File: config.mk
export PLATFORM = sky130hd
export DESIGN_NAME = fetch_unit
export DESIGN_NICKNAME = d
export VERILOG_FILES = /design/src/rtl/mips_pkg.sv /design/src/rtl/fetch_next_pc.sv /design/src/rtl/fetch_unit.sv
export SDC_FILE = /design/constraint.sdc
export NUM_CORES = 1
export LEC_CHECK = 0
export CORE_ASPECT_RATIO = 2
export CORE_UTILIZATION = 46
export CTS_CLUSTER_DIAMETER = 60
export DETAILED_ROUTE_END_ITERATION = 8
export DONT_BUFFER_PORTS = 1
export SYNTH_ARGS = -nofsm -noshare
export SYNTH_HDL_FRONTEND = slang
export SYNTH_SLANG_ARGS = --single-unit
File: constraint.sdc
create_clock -name clk -period 4.15 [get_ports clk]
set_input_delay 0.83 -clock clk [delete_from_list [all_inputs] [get_ports clk]]
set_output_delay 0.83 -clock clk [all_outputs]
set_load 0.01 [all_outputs]
File: src/rtl/mips_pkg.sv
// Shared MIPS encoding constants used by fetch, decode and control.
package mips_pkg;

  localparam logic [5:0] OP_J   = 6'h02;
  localparam logic [5:0] OP_JAL = 6'h03;

  localparam int unsigned OPCODE_MSB = 31;
  localparam int unsigned OPCODE_LSB = 26;
  localparam int unsigned TARGET_MSB = 25;
  localparam int unsigned TARGET_LSB = 0;

  localparam logic [31:0] DEFAULT_RESET_PC = 32'h0000_0000;

  function automatic logic is_jump(input logic [31:0] instr);
    logic [5:0] opcode;
    opcode = instr[OPCODE_MSB:OPCODE_LSB];
    return (opcode == OP_J) || (opcode == OP_JAL);
  endfunction

endpackage

File: src/rtl/fetch_next_pc.sv
// Combinational next-PC selection: downstream redirect, then J/JAL target, then pc+4.
module fetch_next_pc
  import mips_pkg::*;
(
  input  logic [31:0] pc,
  input  logic [31:0] imem_instr,
  input  logic        redirect_valid,
  input  logic [31:0] redirect_target,
  output logic [31:0] next_pc,
  output logic [31:0] pc_plus4
);

  logic [25:0] jump_index;

  assign pc_plus4   = pc + 32'd4;
  assign jump_index = imem_instr[TARGET_MSB:TARGET_LSB];

  always_comb begin
    next_pc = pc_plus4;
    if (redirect_valid) begin
      // Fetch is always word aligned; drop whatever low bits the redirect carries.
      next_pc = redirect_target & ~32'h0000_0003;
    end else if (is_jump(imem_instr)) begin
      next_pc = {pc_plus4[31:28], jump_index, 2'b00};
    end
  end

endmodule

File: src/rtl/fetch_unit.sv
// Instruction-fetch stage: owns the PC, fills the IF/ID register, resolves jumps locally.
module fetch_unit
  import mips_pkg::*;
#(
  parameter logic [31:0] RESET_PC   = DEFAULT_RESET_PC,
  parameter int unsigned IMEM_BYTES = 1024
) (
  input  logic        clk,
  input  logic        rst_n,
  output logic [31:0] imem_addr,
  input  logic [31:0] imem_instr,
  output logic        id_valid,
  input  logic        id_ready,
  output logic [31:0] id_instr,
  output logic [31:0] id_pc,
  output logic [31:0] id_pc_plus4,
  input  logic        redirect_valid,
  input  logic [31:0] redirect_target,
  output logic        fetch_fault,
  output logic [31:0] fetch_count
);

  localparam logic [31:0] MaxPc = 32'(IMEM_BYTES - 4);

  logic [31:0] pc_q;
  logic        id_valid_q;
  logic [31:0] id_instr_q;
  logic [31:0] id_pc_q;
  logic [31:0] id_pc_plus4_q;
  logic        fault_q;
  logic [31:0] count_q;

  logic [31:0] next_pc;
  logic [31:0] pc_plus4;
  logic        in_range;
  logic        load;

  fetch_next_pc u_next_pc (
    .pc              (pc_q),
    .imem_instr      (imem_instr),
    .redirect_valid  (redirect_valid),
    .redirect_target (redirect_target),
    .next_pc         (next_pc),
    .pc_plus4        (pc_plus4)
  );

  assign in_range = (pc_q <= MaxPc);
  assign load     = in_range & ~fault_q & (~id_valid_q | id_ready);

  always_ff @(posedge clk or negedge rst_n) begin
    if (!rst_n) begin
      pc_q          <= RESET_PC;
      id_valid_q    <= 1'b0;
      id_instr_q    <= '0;
      id_pc_q       <= '0;
      id_pc_plus4_q <= '0;
      fault_q       <= 1'b0;
      count_q       <= '0;
    end else if (redirect_valid) begin
      // Flush wins over any decoder accept; the in-flight fetch is discarded.
      pc_q       <= next_pc;
      id_valid_q <= 1'b0;
      fault_q    <= 1'b0;
    end else if (load) begin
      id_instr_q    <= imem_instr;
      id_pc_q       <= pc_q;
      id_pc_plus4_q <= pc_plus4;
      id_valid_q    <= 1'b1;
      pc_q          <= next_pc;
      count_q       <= count_q + 32'd1;
    end else begin
      if (id_ready) begin
        id_valid_q <= 1'b0;
      end
      if (!in_range) begin
        fault_q <= 1'b1;
      end
    end
  end

  assign imem_addr   = pc_q;
  assign id_valid    = id_valid_q;
  assign id_instr    = id_instr_q;
  assign id_pc       = id_pc_q;
  assign id_pc_plus4 = id_pc_plus4_q;
  assign fetch_fault = fault_q;
  assign fetch_count = count_q;

endmodule

== Word-level counts from Yosys, hierarchy flattened ==
Cells that the tools add are included.

* Flip-flop bits (word level): 162
* Bits of input ports: 68
* Output and inout port bits: 162
* Word-level logic and storage cells: 35

* Add/sub/neg operators: 2
* Magnitude comparators: 1
* Equal/unequal tests: 4
* Mux-type cells: 10
* Bitwise logic cells: 6
* Reductions and logical operators: 5

{| class="wikitable"
|+ Operators by type and width
! cell !! count
|-
| 32-bit 2-to-1 mux || 3
|-
| 32-bit by 1-bit adder with 32-bit output, second input constant || 1
|-
| 32-bit by 3-bit adder with 32-bit output, second input constant || 1
|-
| 32-bit by 10-bit <= comparator with 1-bit output, second input constant || 1
|-
| 28-bit 2-to-1 mux || 1
|-
| 6-bit by 2-bit equality test with 1-bit output, second input constant || 2
|-
| 1-bit 2-to-1 mux || 6
|-
| 2-bit != test, second input constant || 2
|-
| 2-bit AND reduction || 2
|-
| 1-bit NOT || 3
|-
| 3-bit nonzero test || 1
|-
| 1-bit bitwise AND || 2
|-
| 2-bit nonzero test || 1
|-
| 1-bit logical OR || 1
|-
| 1-bit bitwise OR || 1
|}

== Depth between registers and ports, before layout ==
* Depth after elaboration: 6
* Gate-level depth with buffers: 9

== Modules after synthesis ==
A second synthesis with hierarchy kept.

* Cells, all modules: 623
* Area total of the unflattened synthesis: 7559.8 sq um

{| class="wikitable"
|+ By module, submodules not included
! module !! times used !! cells each !! area each (sq um)
|-
| fetch_unit || 1 || 418 || 6256.0
|-
| fetch_next_pc || 1 || 205 || 1303.8
|}

== Least setup slack after synthesis ==
Ideal clock, no wire load.

* Kind: input -> register
* Start: in imem_instr[29]
* End: reg pc_q[11], in the netlist imem_addr[11]
* Setup time: 0.065 ns
* Arrival: 2.373 ns
* Data required time: 4.085 ns
* Path slack: 1.712 ns
* Stages: 7
* Path buffers: 2
* Cells stage by stage: nor4_1 -> and2_1 -> buf_2 -> buf_2 -> nor2_1 -> o311ai_0 -> o21a_1

* Word-level cells in the longest chain between the ends: 6
* Elaborated cells on any way between the ends: 7

{| class="wikitable"
|+ Ends and longest elaborated chain
! what !! line !! RTL
|-
| start, declared || fetch_unit.sv:11 || <nowiki>input logic [31:0] imem_instr,</nowiki>
|-
| 6-bit by 2-bit equality test with 1-bit output || mips_pkg.sv:17 || <nowiki>return (opcode == OP_J) || (opcode == OP_JAL);</nowiki>
|-
| 1-bit logical OR * || mips_pkg.sv:17 ||
|-
| 28-bit 2-to-1 mux * || fetch_next_pc.sv:23 || <nowiki>end else if (is_jump(imem_instr)) begin</nowiki>
|-
| 32-bit 2-to-1 mux * || fetch_next_pc.sv:20 || <nowiki>if (redirect_valid) begin</nowiki>
|-
| 32-bit 2-to-1 mux || fetch_unit.sv:64 || <nowiki>end else if (load) begin</nowiki>
|-
| 32-bit 2-to-1 mux * || fetch_unit.sv:59 || <nowiki>end else if (redirect_valid) begin</nowiki>
|-
| end signal, assigned || fetch_unit.sv:61 || <nowiki>pc_q <= next_pc;</nowiki>
|-
| end signal, assigned || fetch_unit.sv:69 || <nowiki>pc_q <= next_pc;</nowiki>
|-
| end, declared || fetch_unit.sv:25 || <nowiki>logic [31:0] pc_q;</nowiki>
|}

Mark *: on every way between the ends. The rest lies on a longest branch, timed or not. The select of a mux whose other input is x is not followed.
A chain may end at the register's enable or synchronous reset.

== Final worst setup path ==
* Start: reg pc_q[2], in the netlist imem_addr[2]
* End: reg pc_q[19], in the netlist imem_addr[19]

* Word-level cells in the longest chain between the ends: 5
* Elaborated cells on any way between the ends: 9

{| class="wikitable"
|+ Ends and longest elaborated chain
! what !! line !! RTL
|-
| 32-bit by 3-bit adder with 32-bit output || fetch_next_pc.sv:15 || <nowiki>assign pc_plus4 = pc + 32'd4;</nowiki>
|-
| 28-bit 2-to-1 mux || fetch_next_pc.sv:23 ||
|-
| 32-bit 2-to-1 mux || fetch_next_pc.sv:20 ||
|-
| 32-bit 2-to-1 mux || fetch_unit.sv:64 ||
|-
| 32-bit 2-to-1 mux || fetch_unit.sv:59 ||
|}

Parallel ways exist; a longest one is shown, timed or not. The select of a mux whose other input is x is not followed.

==> impl_results.html <==
<table>
<tr><th>Metric</th><th>Value</th></tr>
<tr><th colspan="2">Global route</th></tr>
<tr><td>Met1 Usage GRT</td><td>0.2675</td></tr>
<tr><td>GR met3 Demand/Resource</td><td>0.08130</td></tr>
<tr><td>Busiest metal layer after global routing</td><td>met2</td></tr>
<tr><td>Maximum number of pins on one net before global-route repair</td><td>between 150 and 200</td></tr>
<tr><td>Remaining global-route overflow</td><td>0</td></tr>
<tr><td>Total GRT Usage</td><td>0.2480</td></tr>
<tr><td>Number of antenna violations at the first check in global routing</td><td>1</td></tr>
<tr><td>Via count of the first global-routing pass</td><td>around 5200</td></tr>
<tr><td>Global routing usage on met2</td><td>0.4247</td></tr>
<tr><td>Global-route wire length before repair</td><td>about 29000 microns</td></tr>
<tr><th colspan="2">Critical path</th></tr>
<tr><td>Arrival time of data at the critical path endpoint</td><td>3.19 ns</td></tr>
<tr><td>Maximum fanout along the worst path</td><td>15</td></tr>
<tr><td>R2r startpoint</td><td>imem_addr[2]</td></tr>
<tr><td>Origin of the worst setup path</td><td>imem_addr[2]</td></tr>
<tr><td>Critical Path End Type</td><td>flip-flop</td></tr>
<tr><td>Category of the most critical setup path</td><td>flip-flop to flip-flop</td></tr>
<tr><td>Critical path startpoint category</td><td>flip-flop</td></tr>
<tr><td>Data required time of the critical path</td><td>around 4.5 ns</td></tr>
<tr><th colspan="2">Worst hold path</th></tr>
<tr><td>Class of the tightest hold or removal check</td><td>primary input to async pin</td></tr>
<tr><th colspan="2">Logic synthesis</th></tr>
<tr><td>Yosys top cell area share</td><td>0.5626</td></tr>
<tr><td>Most numerous cell in the Yosys netlist</td><td>nand2_1</td></tr>
<tr><td>FFs w/ async S/R, synth</td><td>1.000</td></tr>
<tr><td>Top FF cell, synth</td><td>dfrtp_1</td></tr>
<tr><td>Number of different library cells in the post-synthesis netlist</td><td>58</td></tr>
<tr><td>Leading area contributor after synthesis</td><td>dfrtp_1</td></tr>
<tr><td>Cell types with the highest counts after synthesis</td><td>nand2_1, dfrtp_1, and2_1, nand3_1, nor2_1</td></tr>
<tr><td>Post-synth design cell area</td><td>6939 sq um</td></tr>
<tr><td>Cell count after synthesis</td><td>693</td></tr>
<tr><td>Flip-flop and latch count after synthesis</td><td>roughly 160</td></tr>
<tr><td>Mean area per synthesized cell</td><td>around 10 sq um</td></tr>
<tr><td>Sequential fraction of the synthesis area</td><td>0.5626</td></tr>
<tr><td>Post-synth EDFFs</td><td>0</td></tr>
<tr><td>Ranking of synthesized cells by area</td><td>dfrtp_1, nand2_1, and2_1</td></tr>
<tr><td>Warning count from the yosys run</td><td>0</td></tr>
<tr><th colspan="2">Layout</th></tr>
<tr><td>Final standard cell utilization of the core</td><td>0.5163</td></tr>
<tr><td>Net count of the finished layout</td><td>approximately 760</td></tr>
<tr><td>Layout cells sized above 1</td><td>0.08058</td></tr>
<tr><td>Post-route cell area</td><td>between 7000 and 8000 sq um</td></tr>
<tr><td># fillers</td><td>between 1000 and 1500</td></tr>
<tr><td>Area growth, synth to finish</td><td>9.683%</td></tr>
<tr><th colspan="2">Clocking</th></tr>
<tr><td>Hold-fix buffers, CTS</td><td>0</td></tr>
<tr><td>Post-CTS Resized</td><td>0</td></tr>
<tr><td>Total setup buffers inserted after CTS</td><td>0</td></tr>
<tr><td>Clock-pin slew on the worst setup and hold paths</td><td>0.06 ns</td></tr>
<tr><td>Maximum root-to-sink buffer count</td><td>2</td></tr>
<tr><td>Clock sink count</td><td>156</td></tr>
<tr><td>Latest clock arrival within the worst-skew pair</td><td>between 0.4 and 0.5 ns</td></tr>
<tr><td>Number of clock buffers inserted by TritonCTS</td><td>17</td></tr>
<tr><td>Root buf cell</td><td>clkbuf_16</td></tr>
<tr><td>Clock tree from TritonCTS</td><td>built</td></tr>
<tr><td>Maximum level of the CTS H-tree</td><td>4</td></tr>
<tr><th colspan="2">Run status</th></tr>
<tr><td>Run status</td><td>finished clean</td></tr>
<tr><th colspan="2">Routing</th></tr>
<tr><td>Antenna Violating Nets Remaining</td><td>0</td></tr>
<tr><td>Drt initial violations</td><td>roughly 200</td></tr>
<tr><td>Avg WL per Cell</td><td>20.68 microns</td></tr>
<tr><td>Final Routed Wirelength</td><td>about 18000 microns</td></tr>
<tr><td>Vias</td><td>about 5000</td></tr>
<tr><td>Number of search-and-repair iterations in the first detailed-routing pass</td><td>6</td></tr>
<tr><td>Detailed-route vias per instance</td><td>approximately 5.7</td></tr>
<tr><td>Drt drc</td><td>0</td></tr>
<tr><th colspan="2">Timing</th></tr>
<tr><td>Fmax</td><td>0.3542 GHz</td></tr>
<tr><td>Fin crit share</td><td>0.6803</td></tr>
<tr><td>Min Clock Period, post-route</td><td>2.823 ns</td></tr>
<tr><td>Normalized max-slew margin</td><td>0.3511</td></tr>
<tr><td>Hold violation total from the final report</td><td>0</td></tr>
<tr><td>Setup-violating endpoint count in the final report</td><td>0</td></tr>
<tr><td>Worst slack on hold paths</td><td>between 0.09 and 0.1 ns</td></tr>
<tr><td>Least-Margin Pin Slew</td><td>about 0.96 ns</td></tr>
<tr><td>Final slew viol count</td><td>0</td></tr>
<tr><td>Final-layout setup total negative slack</td><td>0 ns</td></tr>
<tr><td>Setup repair after global routing missed its margin</td><td>no</td></tr>
<tr><td>Worst-case clock skew</td><td>roughly 0.0084 ns</td></tr>
<tr><th colspan="2">Die</th></tr>
<tr><td>Number of standard-cell rows in the floorplan</td><td>63</td></tr>
<tr><td>Top Ports</td><td>230</td></tr>
<tr><td>Area of the core</td><td>around 15000 sq um</td></tr>
<tr><td>Die Y</td><td>about 180 microns</td></tr>
<tr><td>Floorplan die area</td><td>around 16000 sq um</td></tr>
<tr><td>Initial core utilization</td><td>0.4708</td></tr>
<tr><td>Die span in x</td><td>just under 90 microns</td></tr>
<tr><th colspan="2">Place</th></tr>
<tr><td>GP Congestion</td><td>0.8162</td></tr>
<tr><td>Port bufs</td><td>0</td></tr>
<tr><td>Total half-perimeter wirelength after legalization and detailed placement</td><td>12980 microns</td></tr>
<tr><td>Post-Place Cell Area</td><td>7030 sq um</td></tr>
<tr><th colspan="2">Pwr</th></tr>
<tr><td>Static leakage</td><td>~3.6 nW</td></tr>
<tr><td>Max IR drop VDD</td><td>a little over 0.3 mV</td></tr>
<tr><td>Power per unit of standard cell area</td><td>452.8 nW/um^2</td></tr>
<tr><th colspan="2">Run</th></tr>
<tr><td>Total of max-cap violations</td><td>0</td></tr>
</table>
## per-stage QoR
step	setup slack (ns)	power [mW]	cells
finish	1.327	3.446	891
floorplan	1.712	1.860	698
global placement	1.122	1.919	860
global route	1.086	3.577	891
detailed placement	1.081	1.926	860
CTS	1.301	3.480	890
## critical path, stage by stage, from the launching register on
cell and delay, ns:
dfrtp_1 0.56, ha_1 0.29, nand2_1 0.19, or4_1 0.62, a41oi_4 0.50, a21o_1 0.36, o22a_1 0.22
## cell type report
cell class              count  area (sq um)  share of cell area
clock buffers              17         425.4             0.05589
clock inverters            13         152.6             0.02006
repair buffers              6         45.04            0.005918
well taps                 195         244.0             0.03206
inverters                  10         37.54            0.004932
multi-input cells         493          2800              0.3679
diodes                      1         2.502           0.0003288
flip-flops and latches    156          3904              0.5129
## routing by layer
metal	share of wire	routed length, microns
met1	0.36	6630
met2	0.53	9758
met3	0.080	1473
met4	0.031	565
met5	0	0
## state kept, by name, summed over array words and instances (netlist names)
name and cells:
fetch_count 32, id_instr 32, id_pc 30, id_pc_plus4 30
imem_addr 30, fetch_fault 1, id_valid 1
## layout by cell type (no fill, tap or decap), drive strengths merged, types with 2 or more instances in the layout
master	count
xnor2	14
nor3	16
nand2	175
nor4	23
a31oi	17
and2	58
and4	3
nand4	15
dfrtp	156
ha	3
or3	4
o41ai	2
o22a	9
clkbuf	17
o211ai	2
a21oi	20
or4	4
inv	10
clkinv	8
mux2i	3
a41oi	2
a211oi	2
buf	6
o31a	4
clkinvlp	2
or2	2
bufinv	3
xor2	22
nor2	25
and3	4
o21ai	13
mux2	5
nand3	26
a22o	2
conb	6
o2bb2ai	2
## path summary, 6_finish.rpt
check / cells past startpoint / slack [ns] / end
min: 0 / 0.1 / id_pc[24]
max reg2reg: 6 / 1.33 / imem_addr[19]
min reg2reg: 1 / 0.53 / fetch_count[31]
max in group asynchronous: 0 / 3.73 / fetch_count[5]
max: 6 / 1.33 / imem_addr[19]
min in group clk: 1 / 0.47 / id_valid
## kinds of logic (layout without fill, tap and decap cells)
kind of cell | Yosys count | count (layout) | share of synthesized area
AOI/OAI and AO/OA | 80 | 80 | 0.08276
and+or+nand+nor | 360 | 360 | 0.2528
adders and majority gates | 3 | 3 | 0.005410
xor gates and xnor gates | 36 | 36 | 0.04544
muxes | 8 | 8 | 0.01244
other | 1 | 7 | 0.0005404
buffers and inverters | 49 | 46 | 0.03804
DFF | 156 | 156 | 0.5626
## power by group
group	leakage (nW)	internal, mW	switching, mW	total [mW]
sequential	2.08	1.57	0.137	1.71
combinational	1.27	0.0893	0.100	0.189
clock	0.284	0.932	0.615	1.55
total	3.64	2.59	0.852	3.45
Note: power is estimated with default switching activity, not from simulation.
